### src/rtl/gtech_evt_pkg.sv
// Shared constants, FSM state type and helpers for the 8-channel event pending block.
package gtech_evt_pkg;

  localparam int unsigned NCH   = 8;
  localparam int unsigned IDX_W = 3;

  typedef enum logic [0:0] {
    ST_IDLE  = 1'b0,
    ST_OFFER = 1'b1
  } evt_state_e;

  // One-hot decode of a channel index.
  function automatic logic [NCH-1:0] idx_onehot(input logic [IDX_W-1:0] idx);
    logic [NCH-1:0] one;
    one = {{(NCH-1){1'b0}}, 1'b1};
    return one << idx;
  endfunction

endpackage

### src/rtl/gtech_rr_pick8.sv
// Combinational round-robin picker: first request at or after ptr, wrapping modulo 8.
module gtech_rr_pick8
  import gtech_evt_pkg::*;
(
  input  logic [NCH-1:0]   req_i,
  input  logic [IDX_W-1:0] ptr_i,
  output logic             found_o,
  output logic [IDX_W-1:0] idx_o
);

  logic [IDX_W-1:0] pos;
  logic             hit;

  // Scan ptr, ptr+1, ... ptr+7; the 3-bit add wraps naturally.
  always_comb begin
    hit   = 1'b0;
    idx_o = '0;
    pos   = ptr_i;
    for (int unsigned k = 0; k < NCH; k++) begin
      pos = ptr_i + IDX_W'(k);
      if (!hit && req_i[pos]) begin
        hit   = 1'b1;
        idx_o = pos;
      end
    end
    found_o = hit;
  end

endmodule

### src/rtl/gtech_evt_pend8.sv
// Eight-channel event pending register with sticky overflow and a round-robin
// valid/ready service handshake. PEND feeds the downstream 8-input OR cell.
module gtech_evt_pend8
  import gtech_evt_pkg::*;
#(
  parameter bit EDGE = 1'b1  // 1: rising edges of EV are events, 0: EV levels
) (
  input  logic             CP,
  input  logic             RST,
  input  logic [NCH-1:0]   EV,
  input  logic [NCH-1:0]   MASK,
  output logic [NCH-1:0]   PEND,
  output logic             SEL_VALID,
  output logic [IDX_W-1:0] SEL_IDX,
  input  logic             SEL_READY,
  output logic [NCH-1:0]   OVF,
  input  logic [NCH-1:0]   OVF_CLR
);

  evt_state_e       state_q;
  logic [IDX_W-1:0] ptr_q;
  logic [IDX_W-1:0] sel_idx_q;
  logic [NCH-1:0]   ev_d_q;
  logic [NCH-1:0]   pend_q, pend_d;
  logic [NCH-1:0]   ovf_q, ovf_d;

  logic [NCH-1:0]   ev;
  logic [NCH-1:0]   clr;
  logic [NCH-1:0]   cand;
  logic             xfer;
  logic             pick_found;
  logic [IDX_W-1:0] pick_idx;

  // Event detection; ev_d resets to 0 so an input high at release is an event.
  always_comb begin
    if (EDGE) ev = EV & ~ev_d_q;
    else      ev = EV;
  end

  // Transfer and the resulting per-channel clear.
  always_comb begin
    xfer = (state_q == ST_OFFER) && SEL_READY;
    clr  = xfer ? idx_onehot(sel_idx_q) : '0;
  end

  // Next pending/overflow state: set wins over clear in both cases, and an
  // event that lands on the channel being drained is not an overflow.
  always_comb begin
    pend_d = (pend_q & ~clr) | ev;
    ovf_d  = (ovf_q & ~OVF_CLR) | (ev & pend_q & ~clr);
  end

  assign cand = pend_q & MASK;

  gtech_rr_pick8 u_pick (
    .req_i   (cand),
    .ptr_i   (ptr_q),
    .found_o (pick_found),
    .idx_o   (pick_idx)
  );

  // Event, pending and overflow registers.
  always_ff @(posedge CP) begin
    if (RST) begin
      ev_d_q <= '0;
      pend_q <= '0;
      ovf_q  <= '0;
    end else begin
      ev_d_q <= EV;
      pend_q <= pend_d;
      ovf_q  <= ovf_d;
    end
  end

  // Offer FSM; the offered index is latched in IDLE and held until accepted,
  // regardless of later MASK changes.
  always_ff @(posedge CP) begin
    if (RST) begin
      state_q   <= ST_IDLE;
      sel_idx_q <= '0;
      ptr_q     <= '0;
    end else begin
      unique case (state_q)
        ST_IDLE: begin
          if (pick_found) begin
            sel_idx_q <= pick_idx;
            state_q   <= ST_OFFER;
          end
        end
        ST_OFFER: begin
          if (SEL_READY) begin
            ptr_q   <= sel_idx_q + IDX_W'(1);
            state_q <= ST_IDLE;
          end
        end
        default: state_q <= ST_IDLE;
      endcase
    end
  end

  assign PEND      = pend_q & MASK;
  assign SEL_VALID = (state_q == ST_OFFER);
  assign SEL_IDX   = sel_idx_q;
  assign OVF       = ovf_q;

endmodule

### config.mk
export PLATFORM = sky130hd
export DESIGN_NAME = gtech_evt_pend8
export DESIGN_NICKNAME = d
export VERILOG_FILES = /design/src/rtl/gtech_evt_pkg.sv /design/src/rtl/gtech_rr_pick8.sv /design/src/rtl/gtech_evt_pend8.sv
export SDC_FILE = /design/constraint.sdc
export NUM_CORES = 1
export LEC_CHECK = 0
export BUFFER_PORTS_ARGS = -buffer_cell sky130_fd_sc_hd__buf_4
export CAP_MARGIN = 10
export CORE_ASPECT_RATIO = 0.5
export CORE_MARGIN = 2
export CORE_UTILIZATION = 34
export CTS_BUF_LIST = sky130_fd_sc_hd__clkbuf_8 sky130_fd_sc_hd__clkbuf_16
export DETAILED_ROUTE_END_ITERATION = 7
export GPL_TIMING_DRIVEN = 0
export PLACE_DENSITY_LB_ADDON = 0.3
export SYNTH_ARGS = -nofsm -noshare
export SYNTH_HDL_FRONTEND = slang
export SYNTH_HIERARCHICAL = 1
export SYNTH_SLANG_ARGS = --single-unit
export TNS_END_PERCENT = 30
### constraint.sdc
create_clock -name CP -period 6.2 [get_ports CP]
set_input_delay 1.24 -clock CP [delete_from_list [all_inputs] [get_ports CP]]
set_output_delay 1.24 -clock CP [all_outputs]
set_load 0.05 [all_outputs]
==> results of run 1 <==
## layer usage
metal,GRT usage (%),up-vias
met5,0,-
met4,8.19,0
met3,1.92,11
met2,28.1,58
met1,20.8,1024
li1,-,1035
## metrics by stage
step / util (%) / instances / worst slack [ns]
2_1_floorplan: - / 253 / 2.74
3_3_place_gp: 42.1 / 391 / 2.60
3_5_place_dp: 42.1 / 391 / 2.55
4_1_cts: 44.3 / 398 / 2.66
5_1_grt: 44.3 / 398 / 2.37
6_report: 44.3 / 398 / 2.67
## registers in the layout, summed over array words and instances, names as in the netlist
name / flops
ev_d_q: 8
pend_q: 8
ptr_q: 3
SEL_VALID: 1
OVF: 8
SEL_IDX: 3
## placed cells by master (no fill, tap or decap), types with 2 or more instances in the layout
cell,netlist,routed
mux2_4,2,2
a2111oi_0,2,2
ha_1,8,8
and2_1,8,8
nor2_1,24,24
dfxtp_1,31,31
o21ai_1,14,14
o311ai_2,6,6
nor4_1,2,2
o311a_1,2,2
inv_1,13,13
a21oi_1,11,11
nand2b_1,9,9
buf_2,9,9
and3_1,3,3
nand2_1,20,20
buf_4,0,46
a311oi_1,2,2
clkbuf_16,0,5
xor2_1,2,2
mux4_1,5,5
nand3_1,6,6
o21ai_0,9,9
mux2_2,3,3
a22oi_1,2,2
a31oi_1,2,2
mux2i_1,10,10
a21o_1,2,2
nor2b_1,10,10
buf_6,2,2
mux4_2,10,10
inv_2,3,3
## tightest hold or removal path: cells and delay by family, from the launching register on
kind	cells	cell delay, ns
DFF	1	0.30
and+or+nand+nor	1	0.05
AOI/OAI and AO/OA	1	0.05
## path summary, 6_finish.rpt
path	startpoint	end	slack, ns	depth (start not counted)
max	ptr_q[1]$_SDFFE_PP0P_	SEL_IDX[1]$_SDFFE_PP0P_	2.67	14
min	OVF[6]$_SDFF_PP0_	OVF[6]$_SDFF_PP0_	0.44	2
max reg2reg	ptr_q[1]$_SDFFE_PP0P_	SEL_IDX[1]$_SDFFE_PP0P_	2.67	14
min reg2reg	OVF[6]$_SDFF_PP0_	OVF[6]$_SDFF_PP0_	0.44	2
## cell type report
| cell class | instances | area share (%) |
|---|---|---|
| flip-flops and latches | 31 | 21.0 |
| well taps | 92 | 3.90 |
| inverters | 16 | 2.03 |
| clock buffers | 6 | 4.70 |
| multi-input cells | 193 | 53.6 |
| plain buffers | 13 | 2.92 |
| clock inverters | 1 | 0.169 |
| repair buffers | 46 | 11.7 |
## power by group through the flow
| stage | registers, µW | logic (µW) | clock network (µW) |
|---|---|---|---|
| final | 255 | 549 | 234 |
| after global routing | 259 | 598 | 249 |
| after CTS | 256 | 548 | 239 |
| after detailed placement | 260 | 543 | 0 |
| after global placement | 258 | 531 | 0 |
| after floorplan | 298 | 377 | 0 |
## cells by family after synthesis
group / Yosys count / synth area share, %
adders and majority gates: 8 / 4.26
AOI/OAI and AO/OA: 63 / 19.8
and+or+nand+nor: 88 / 19.1
muxes: 31 / 23.1
buffers and inverters: 29 / 6.23
DFF: 31 / 26.4
xor gates and xnor gates: 3 / 1.12
==> impl_metrics.tcl, run 1 <==
set metrics [dict create \
    status "complete, no violations" \
    viasPerCell 5.35 \
    leakagePower_uw 0.00124 \
    fp.dieH_um 62.8 \
    totalWireLength_mm 5.84 \
    hp-class "flop to flop" \
    cts_resized 0 \
    ys_async_sr_fraction_pct 0 \
    diodes 0 \
    min_period_over_period_pct 56.9 \
    overflow 0 \
    tns_ns 0 \
    antenna_found_initial 0 \
    grt_max_degree 12 \
    synth_nets 288 \
    cts_root_buf "clkbuf_16" \
    yosysMostFrequentCell "dfxtp_1" \
    initial_core_util_pct 35.2 \
    whs_ns 0.442 \
    p_int_uw 609 \
    clock_sinks 31 \
    clkPwrFrac_pct 22.5 \
    synth_top_area_share_pct 26.4 \
    tightest_slew_ns 0.484 \
    critPathKind "flop to flop" \
    cp_num_buf_inv 4 \
    nFillCells 662 \
    wl_met3_um 239 \
    skew_ns 0.00284 \
    power_uw 1040 \
    route.antenna.remaining_nets 0 \
    grt_pass1_vias 2180 \
    p_comb_share_pct 52.9 \
    max-cap-violations 0 \
    startpoint_type "flop" \
    cts_buffers 5 \
    end_kind "flop" \
    post_synth.cell_area_avg_um2 9.29 \
    ios 47 \
    ff_latch_area_um2 621 \
    cp_slowest_stage_delay_ns 0.57 \
    final_area_um2 2950 \
    ys_seq_elements 31 \
    crit_slowest_cell "mux4_2" \
    io_buffer_count 46 \
    synth.yosys.warnings 6 \
    dr.pass1.iters 4 \
    synth_cells 253 \
    postCtsSetupBuffers 0 \
    worstPathArrival_ns 3.67 \
    synth_area_um2 2350 \
    required_ns 6.34 \
    clockBufferDepth 2 \
    synth.area.top_cells "dfxtp_1, mux4_2, mux4_1" \
    seq_power_share_pct 24.6 \
    avgRoutedWirePerCell_um 14.7 \
    path_clk_slew_ns 0.05 \
    dr.max_layer_used "met4" \
    coreArea_um2 6670 \
    met2RoutedLength_mm 2.89 \
    grt_pass1_wl_mm 10.2 \
    synthFlopType "dfxtp_1" \
    cts_tree "yes" \
    final.min_clock_period_ns 3.53 \
    finalHoldViolCount 0 \
    slew_violations 0 \
    irDropWorstVdd_mv 0.121 \
    power.density_nw_per_um2 352 \
    path_common_cell "buf_2" \
    synth-edff-count 0 \
    drive_above_1_share_pct 31.7 \
    grt_usage_pct 16.5 \
    ys_seq_area_share_pct 26.4 \
    dieArea_um2 7630 \
    finalSetupViolCount 0 \
    clkLatencyLatePin_ns 0.27 \
    cp_top_family "buffers and inverters" \
    dpl_cell_area_um2 2810 \
    num_vias 2128 \
    switching_share_pct 41.4 \
    yosysTopAreaCell "dfxtp_1" \
    nNetsFinal 341 \
    place_congestion 0.812 \
    postCtsHoldBufs 0 \
    max_freq_mhz 283 \
    yosys-top-cells-count "dfxtp_1, nor2_1, nand2_1" \
    rsz0062_at_grt "false" \
    maxSlewHeadroom_pct 67.7 \
    power_switching_uw 429 \
    chipWidth_um 122 \
    met1_length_mm 2.59 \
    post-route-drc-count 0 \
    yosysUniqueCellTypes 51 \
    drtIter0Drc 110 \
    multiInputGateArea_um2 1580 \
    cp_cell_sequence "buf_2, buf_2, inv_1, ha_1, buf_6, mux4_2, a21oi_1, o311a_1, o21ai_2, nor3_2, nand2_1, nor2b_4, mux2i_1, nor2_1" \
    cp_max_fo 10 \
    htreeDepth 2 \
    rows 21 \
    syn_to_final_growth_pct 25.7 \
    hpwlAfterDp_mm 4.48 \
]
Note: power is estimated with default switching activity, not from simulation.
==> run 2, diff against run 1 <==
- ABC_AREA: unset -> 1
- clock period: 6.2 -> 3.5 ns (I/O delays scaled with it)
==> run 2 against run 1 <==
Compared with the run above:
- synthesized cell count is 30% higher
- total power is 64% higher
- clock power is 71% higher
- setup slack worse by 1.9 ns
- via count is 5.1% lower
- area after synthesis is 5.1% lower
- wire length is 14% lower
- non-clock buffer count is 5 lower
- flip-flop and latch count stayed put
- worst hold slack better by 0.023 ns
- critical path depth stayed put
==> impl_metrics.tcl, run 2 <==
set metrics [dict create \
    synthMuxAreaShare_pct 0 \
    cp_cell_sequence "buf_6, inv_4, buf_12, ha_1, inv_2, nand3_1, nand2_1, o21ai_0, nand3b_1, inv_1, nor2_1, inv_1, nand2_1, a21oi_1" \
    diodes 0 \
    synth_fa_ha_area_share_pct 4.49 \
    drtIter0Drc 103 \
    min_period_over_period_pct 78.6 \
    clock_sinks 31 \
    synth.area.top_cells "dfxtp_1, nand2_1, inv_1" \
    skew_ns 0.00380 \
    avgRoutedWirePerCell_um 10.7 \
    nFillCells 682 \
    finalHoldViolCount 0 \
    rsz0062_at_grt "false" \
    holdPathStages 2 \
    syn_to_final_growth_pct 26.7 \
    clockBufferDepth 2 \
    grt_max_degree 11 \
    maxSlewHeadroom_pct 63.9 \
    layout_commonest_cell "nand2_1" \
    tns_ns 0 \
    yosysTopAreaCell "dfxtp_1" \
    cp_max_fo 10 \
    cp_slowest_stage_delay_ns 0.47 \
    path_clk_slew_ns 0.05 \
    multiInputGateArea_um2 1300 \
    ys_seq_area_share_pct 27.8 \
    critPathKind "flop to flop" \
    totalWireLength_mm 5.04 \
    tightest_slew_ns 0.541 \
    synth_nets 365 \
    yosys.area_share.simple_pct 44.6 \
    cp_num_buf_inv 6 \
    finalSetupViolCount 0 \
    place_congestion 0.873 \
    required_ns 3.63 \
    r2r_cells 14 \
    final.min_clock_period_ns 2.75 \
    post-route-drc-count 0 \
    ios 47 \
    cts_resized 0 \
    ys_async_sr_fraction_pct 0 \
    layout_common_cells "nand2_1, inv_1, buf_4, dfxtp_1, nor2_1" \
    cp.depth 14 \
    yosys-top-cells-count "nand2_1, inv_1, dfxtp_1" \
    fp.dieH_um 61.3 \
    crit_slowest_cell "ha_1" \
    cts_tree "yes" \
    ys_seq_elements 31 \
    ff_latch_area_um2 621 \
    overflow 0 \
    power.density_nw_per_um2 604 \
    io_buffer_count 46 \
    irDropWorstVdd_mv 0.288 \
    startpoint_type "flop" \
    hpwlAfterDp_mm 4.06 \
    nNetsFinal 418 \
    max_freq_mhz 363 \
    synth.yosys.warnings 6 \
    max-cap-violations 0 \
    worstPathArrival_ns 2.89 \
    drive_above_1_share_pct 27.9 \
    rows 20 \
    synth-compound-area-share_pct 7.13 \
    synth-xor-area-share_pct 2.02 \
    grt_usage_pct 14.9 \
    whs_ns 0.465 \
    slew_violations 0 \
    post_synth.cell_area_avg_um2 6.76 \
    cp_top_family "simple AND/OR/NAND/NOR gates" \
    synth_top_family_by_area "simple AND/OR/NAND/NOR gates" \
    synth_cells 330 \
    route.antenna.remaining_nets 0 \
    r2r_slack_ns 0.75 \
    end_kind "flop" \
    grt_pass1_vias 1892 \
    status "complete, no violations" \
    hp-class "flop to flop" \
    num_vias 2019 \
    htreeDepth 2 \
    coreArea_um2 6210 \
    dieArea_um2 7260 \
    yosysUniqueCellTypes 31 \
    initial_core_util_pct 35.9 \
    viasPerCell 4.28 \
    grt_pass1_wl_mm 8.67 \
    synthFlopType "dfxtp_1" \
    postCtsHoldBufs 0 \
    cts_buffers 5 \
    synth-edff-count 0 \
    clkLatencyLatePin_ns 0.27 \
    chipWidth_um 119 \
    postCtsSetupBuffers 0 \
    leakagePower_uw 0.00146 \
    synth_area_um2 2230 \
    synth_top_area_share_pct 27.8 \
    yosysMostFrequentCell "nand2_1" \
    dr.pass1.iters 4 \
    antenna_found_initial 0 \
    fin_util_pct 45.5 \
    cts_root_buf "clkbuf_16" \
]
==> run 2: cell count changes in the layout (fill, tap and decap cells not counted), moves of 8 or more <==
cell      before  now
nand2b_1       9    0
a21oi_1       11   23
nand3_2        0   17
o21ai_1       14    0
mux4_2        10    0
nand3_1        6   25
nor2b_1       10    0
inv_1         13   57
and2_1         8    0
nand2_1       20   88
mux2i_1       10    0
==> run 2: path summary, 6_finish.rpt <==
check	startpoint	endpoint
min	OVF[7]$_SDFF_PP0_	OVF[7]$_SDFF_PP0_
max reg2reg	ptr_q[0]$_SDFFE_PP0P_	SEL_IDX[1]$_SDFFE_PP0P_
min reg2reg	OVF[7]$_SDFF_PP0_	OVF[7]$_SDFF_PP0_
max	ptr_q[0]$_SDFFE_PP0P_	SEL_IDX[1]$_SDFFE_PP0P_
==> run 2: area by class of cell <==
cell class                 instances  share of cell area (%)
clock inverter                     3                   0.531
multi-input combinational        228                    46.0
clock buffer                       5                    4.43
sequential                        31                    22.0
inverter                          63                    8.46
timing repair buffer              46                    12.2
buffer                             8                    2.52
tap                               88                    3.90
==> run 2: through the flow <==
step | instance area [µm²] | instances | power [µW] | worst slack (ns)
6_report | 2830 | 472 | 1710 | 0.748
3_5_place_dp | 2690 | 464 | 1310 | 0.805
5_1_grt | 2830 | 472 | 1850 | 0.491
2_1_floorplan | 2230 | 330 | 1120 | 1.04
4_1_cts | 2830 | 472 | 1710 | 0.777
3_3_place_gp | 2690 | 464 | 1310 | 0.797
==> run 2: report_power, final <==
group          internal, µW  leakage, µW  switching [µW]
Clock                   258    0.0000733             142
Sequential              392     0.000256            33.6
Combinational           308      0.00113             572
==> run 2: cells by family (layout without fill, tap and decap cells) <==
group                    after synthesis  count (layout)
adder cells (fa/ha/maj)                8               8
AO/OA/AOI/OAI                         29              29
XOR/XNOR                               3               3
AND/OR/NAND/NOR                      188             188
flip-flops                            31              31
buffers and inverters                 71             125
==> run 2: worst min-delay path, stage by stage, from the launching register on <==
cell and delay [ns]:
dfxtp_1 0.30, nand2_1 0.06, a21oi_1 0.05
==> run 2: layer usage <==
| layer | GRT usage (%) | wire [µm] |
|---|---|---|
| met1 | 20.4 | 2630 |
| met2 | 25.5 | 2250 |
| met3 | 1.94 | 131 |
| met4 | 4.08 | 27 |
| met5 | 0 | 0 |
==> run 3, diff against run 2 <==
- ABC_AREA: 1 -> 0
- clock period: 3.5 -> 2.66 ns (I/O delays scaled with it)
==> run 3 against run 2 <==
Compared with the run above:
- the run now ends with setup timing left
- critical endpoint unchanged
- clock-buffer cell count stayed put
- largest cell class unchanged
- utilization grew 0.82 points
- sequential power rose by 39%
- first-iteration DRC count down 18%
- cell count fell by 13%
==> impl_metrics.tcl, run 3 (synthesis gave the netlist of run 1 again) <==
set metrics [dict create \
    status "complete, but fails checks" \
    violations "setup timing" \
    syn_to_final_growth_pct 31.6 \
    min_from "OVF[6]$_SDFF_PP0_" \
    cp_slowest_stage_delay_ns 0.56 \
    final.min_clock_period_ns 2.86 \
    worstPathArrival_ns 2.99 \
    end_kind "flop" \
    r2r_cells 13 \
    holdPathStages 2 \
    cts_root_buf "clkbuf_16" \
    viasPerCell 5.29 \
    finalHoldViolCount 0 \
    chipWidth_um 122 \
    irDropWorstVdd_mv 0.293 \
    cp_max_fo 7 \
    hp-class "flop to flop" \
    finalSetupViolCount 4 \
    rsz0062_at_grt "true" \
    clock_sinks 31 \
    grt_pass1_wl_mm 10.0 \
    overflow 0 \
    initial_core_util_pct 35.2 \
    layout.cells.non_filler 409 \
    max_freq_mhz 350 \
    grt_usage_pct 16.3 \
    coreArea_um2 6670 \
    dp_cells 391 \
    clkLatencyLatePin_ns 0.27 \
    ff_latch_area_um2 623 \
    cts_tree "yes" \
    diodes 0 \
    clockBufferDepth 2 \
    dieArea_um2 7630 \
    switching_share_pct 41.2 \
    tightest_slew_ns 0.432 \
    min_period_over_period_pct 107 \
    seq_power_share_pct 23.5 \
    multiInputGateArea_um2 1620 \
    nNetsFinal 351 \
    fp.dieH_um 62.8 \
    r2r-start "ptr_q[1]$_SDFFE_PP0P_" \
    worst_slack_ns -0.195 \
    hpwlAfterDp_mm 4.31 \
    required_ns 2.80 \
    place_congestion 0.820 \
    skew_ns 0.00103 \
    cts_buffers 5 \
    critPathKind "flop to flop" \
    ios 47 \
    cp_cell_sequence "buf_6, buf_12, inv_8, ha_4, mux4_2, a21oi_2, o311a_1, o21ai_4, nor3_4, nand2_1, nor2b_4, mux2i_1, nor2_1" \
    layout_common_cells "buf_4, dfxtp_1, nor2_1, nand2_1" \
    r2r_slack_ns -0.20 \
    clkPwrFrac_pct 20.4 \
    post-route-drc-count 0 \
    whs_ns 0.449 \
    htreeDepth 2 \
    leakagePower_uw 0.00131 \
    route.antenna.remaining_nets 0 \
    totalWireLength_mm 6.06 \
    path_clk_slew_ns 0.05 \
    rr_endpoint "SEL_IDX[1]$_SDFFE_PP0P_" \
    crit_slowest_cell "mux4_2" \
    drive_above_1_share_pct 36.0 \
    postCtsHoldBufs 0 \
    slew_violations 0 \
    max-cap-violations 0 \
    place_ws_ns -0.411 \
    power.density_nw_per_um2 819 \
    grt_max_degree 12 \
    avgRoutedWirePerCell_um 14.8 \
    startpoint_type "flop" \
    antenna_found_initial 0 \
    layout_commonest_cell "buf_4" \
    grt_pass1_vias 2146 \
    num_vias 2164 \
    io_buffer_count 46 \
    p_comb_share_pct 56.2 \
    hold_path_end "OVF[6]$_SDFF_PP0_" \
    maxSlewHeadroom_pct 70.4 \
    p_int_uw 1490 \
    dr.pass1.iters 4 \
    rows 21 \
    nFillCells 645 \
    drtIter0Drc 84 \
    power_switching_uw 1040 \
]
==> run 3: changes by cell type in the layout (fill, tap and decap cells not counted), sizes merged, moves of 7 or more <==
cell	before	now
nand2	102	21
inv	63	18
nand3	43	6
o21ai	4	24
buf	53	68
mux4	0	15
a21oi	23	11
mux2i	0	11
nor2	35	24
nor2b	0	11
nand2b	0	9
and2	0	8
o311ai	0	7
==> run 3: power by group through the flow <==
stage | registers (µW) | logic, µW | clock network [µW]
CTS | 594 | 1370 | 527
global route | 604 | 1540 | 557
detailed placement | 603 | 1310 | 0
finish | 594 | 1420 | 516
floorplan | 696 | 922 | 0
global placement | 602 | 1280 | 0
==> run 3: how the worst max path moves through the flow <==
stage / depth (start not counted) / end / slack (ns) / start
after global placement: 14 / SEL_IDX[1]$_SDFFE_PP0P_ / -0.36 / ptr_q[1]$_SDFFE_PP0P_
after global routing: 13 / SEL_IDX[1]$_SDFFE_PP0P_ / -0.33 / ptr_q[1]$_SDFFE_PP0P_
after CTS: 12 / SEL_IDX[1]$_SDFFE_PP0P_ / -0.18 / ptr_q[1]$_SDFFE_PP0P_
after detailed placement: 14 / SEL_IDX[1]$_SDFFE_PP0P_ / -0.41 / ptr_q[1]$_SDFFE_PP0P_
final: 13 / SEL_IDX[1]$_SDFFE_PP0P_ / -0.20 / ptr_q[1]$_SDFFE_PP0P_
after floorplan: 13 / SEL_IDX[2]$_SDFFE_PP0P_ / -0.15 / ptr_q[1]$_SDFFE_PP0P_
==> run 3: routing by layer <==
metal / track usage, % / routed length [µm]
met1: 20.3 / 2690
met2: 27.8 / 3020
met3: 3.01 / 221
met4: 6.61 / 118
met5: 0 / 0
==> run 3: critical path: cells and delay by family (launching register included) <==
family | cells | cell delay [ns]
AO/OA/AOI/OAI | 3 | 0.57
adder cells (fa/ha/maj) | 1 | 0.30
buffers and inverters | 3 | 0.23
flip-flops | 1 | 0.33
multiplexers | 2 | 0.73
AND/OR/NAND/NOR | 4 | 0.56
==> run 3: area by class of cell <==
type | instances | area share, %
clock buffers | 5 | 4.05
well taps | 92 | 3.72
repair buffers | 57 | 13.8
multi-input cells | 193 | 52.5
clock inverters | 3 | 0.405
plain buffers | 12 | 3.11
flip-flops and latches | 31 | 20.1
inverters | 16 | 2.27
==> run 3: per-stage QoR <==
| stage | power, µW | TNS, ns | utilization (%) | instance area (µm²) |
|---|---|---|---|---|
| after floorplan | 1620 | -0.558 | - | 2390 |
| after global placement | 1880 | -1.42 | 42.8 | 2850 |
| after detailed placement | 1910 | -1.58 | 42.8 | 2850 |
| after CTS | 2500 | -0.597 | 45.9 | 3060 |
| after global routing | 2700 | -1.20 | 46.3 | 3090 |
| final | 2530 | -0.692 | 46.3 | 3090 |
==> run 3: what timing repair did <==
item / 4_1_cts / 5_1_grt
pin swaps: 5 / 6
resized for setup: 6 / 2
buffers inserted: 8 / 3
gates cloned: 0 / 0
setup endpoints to repair: 4 / 4
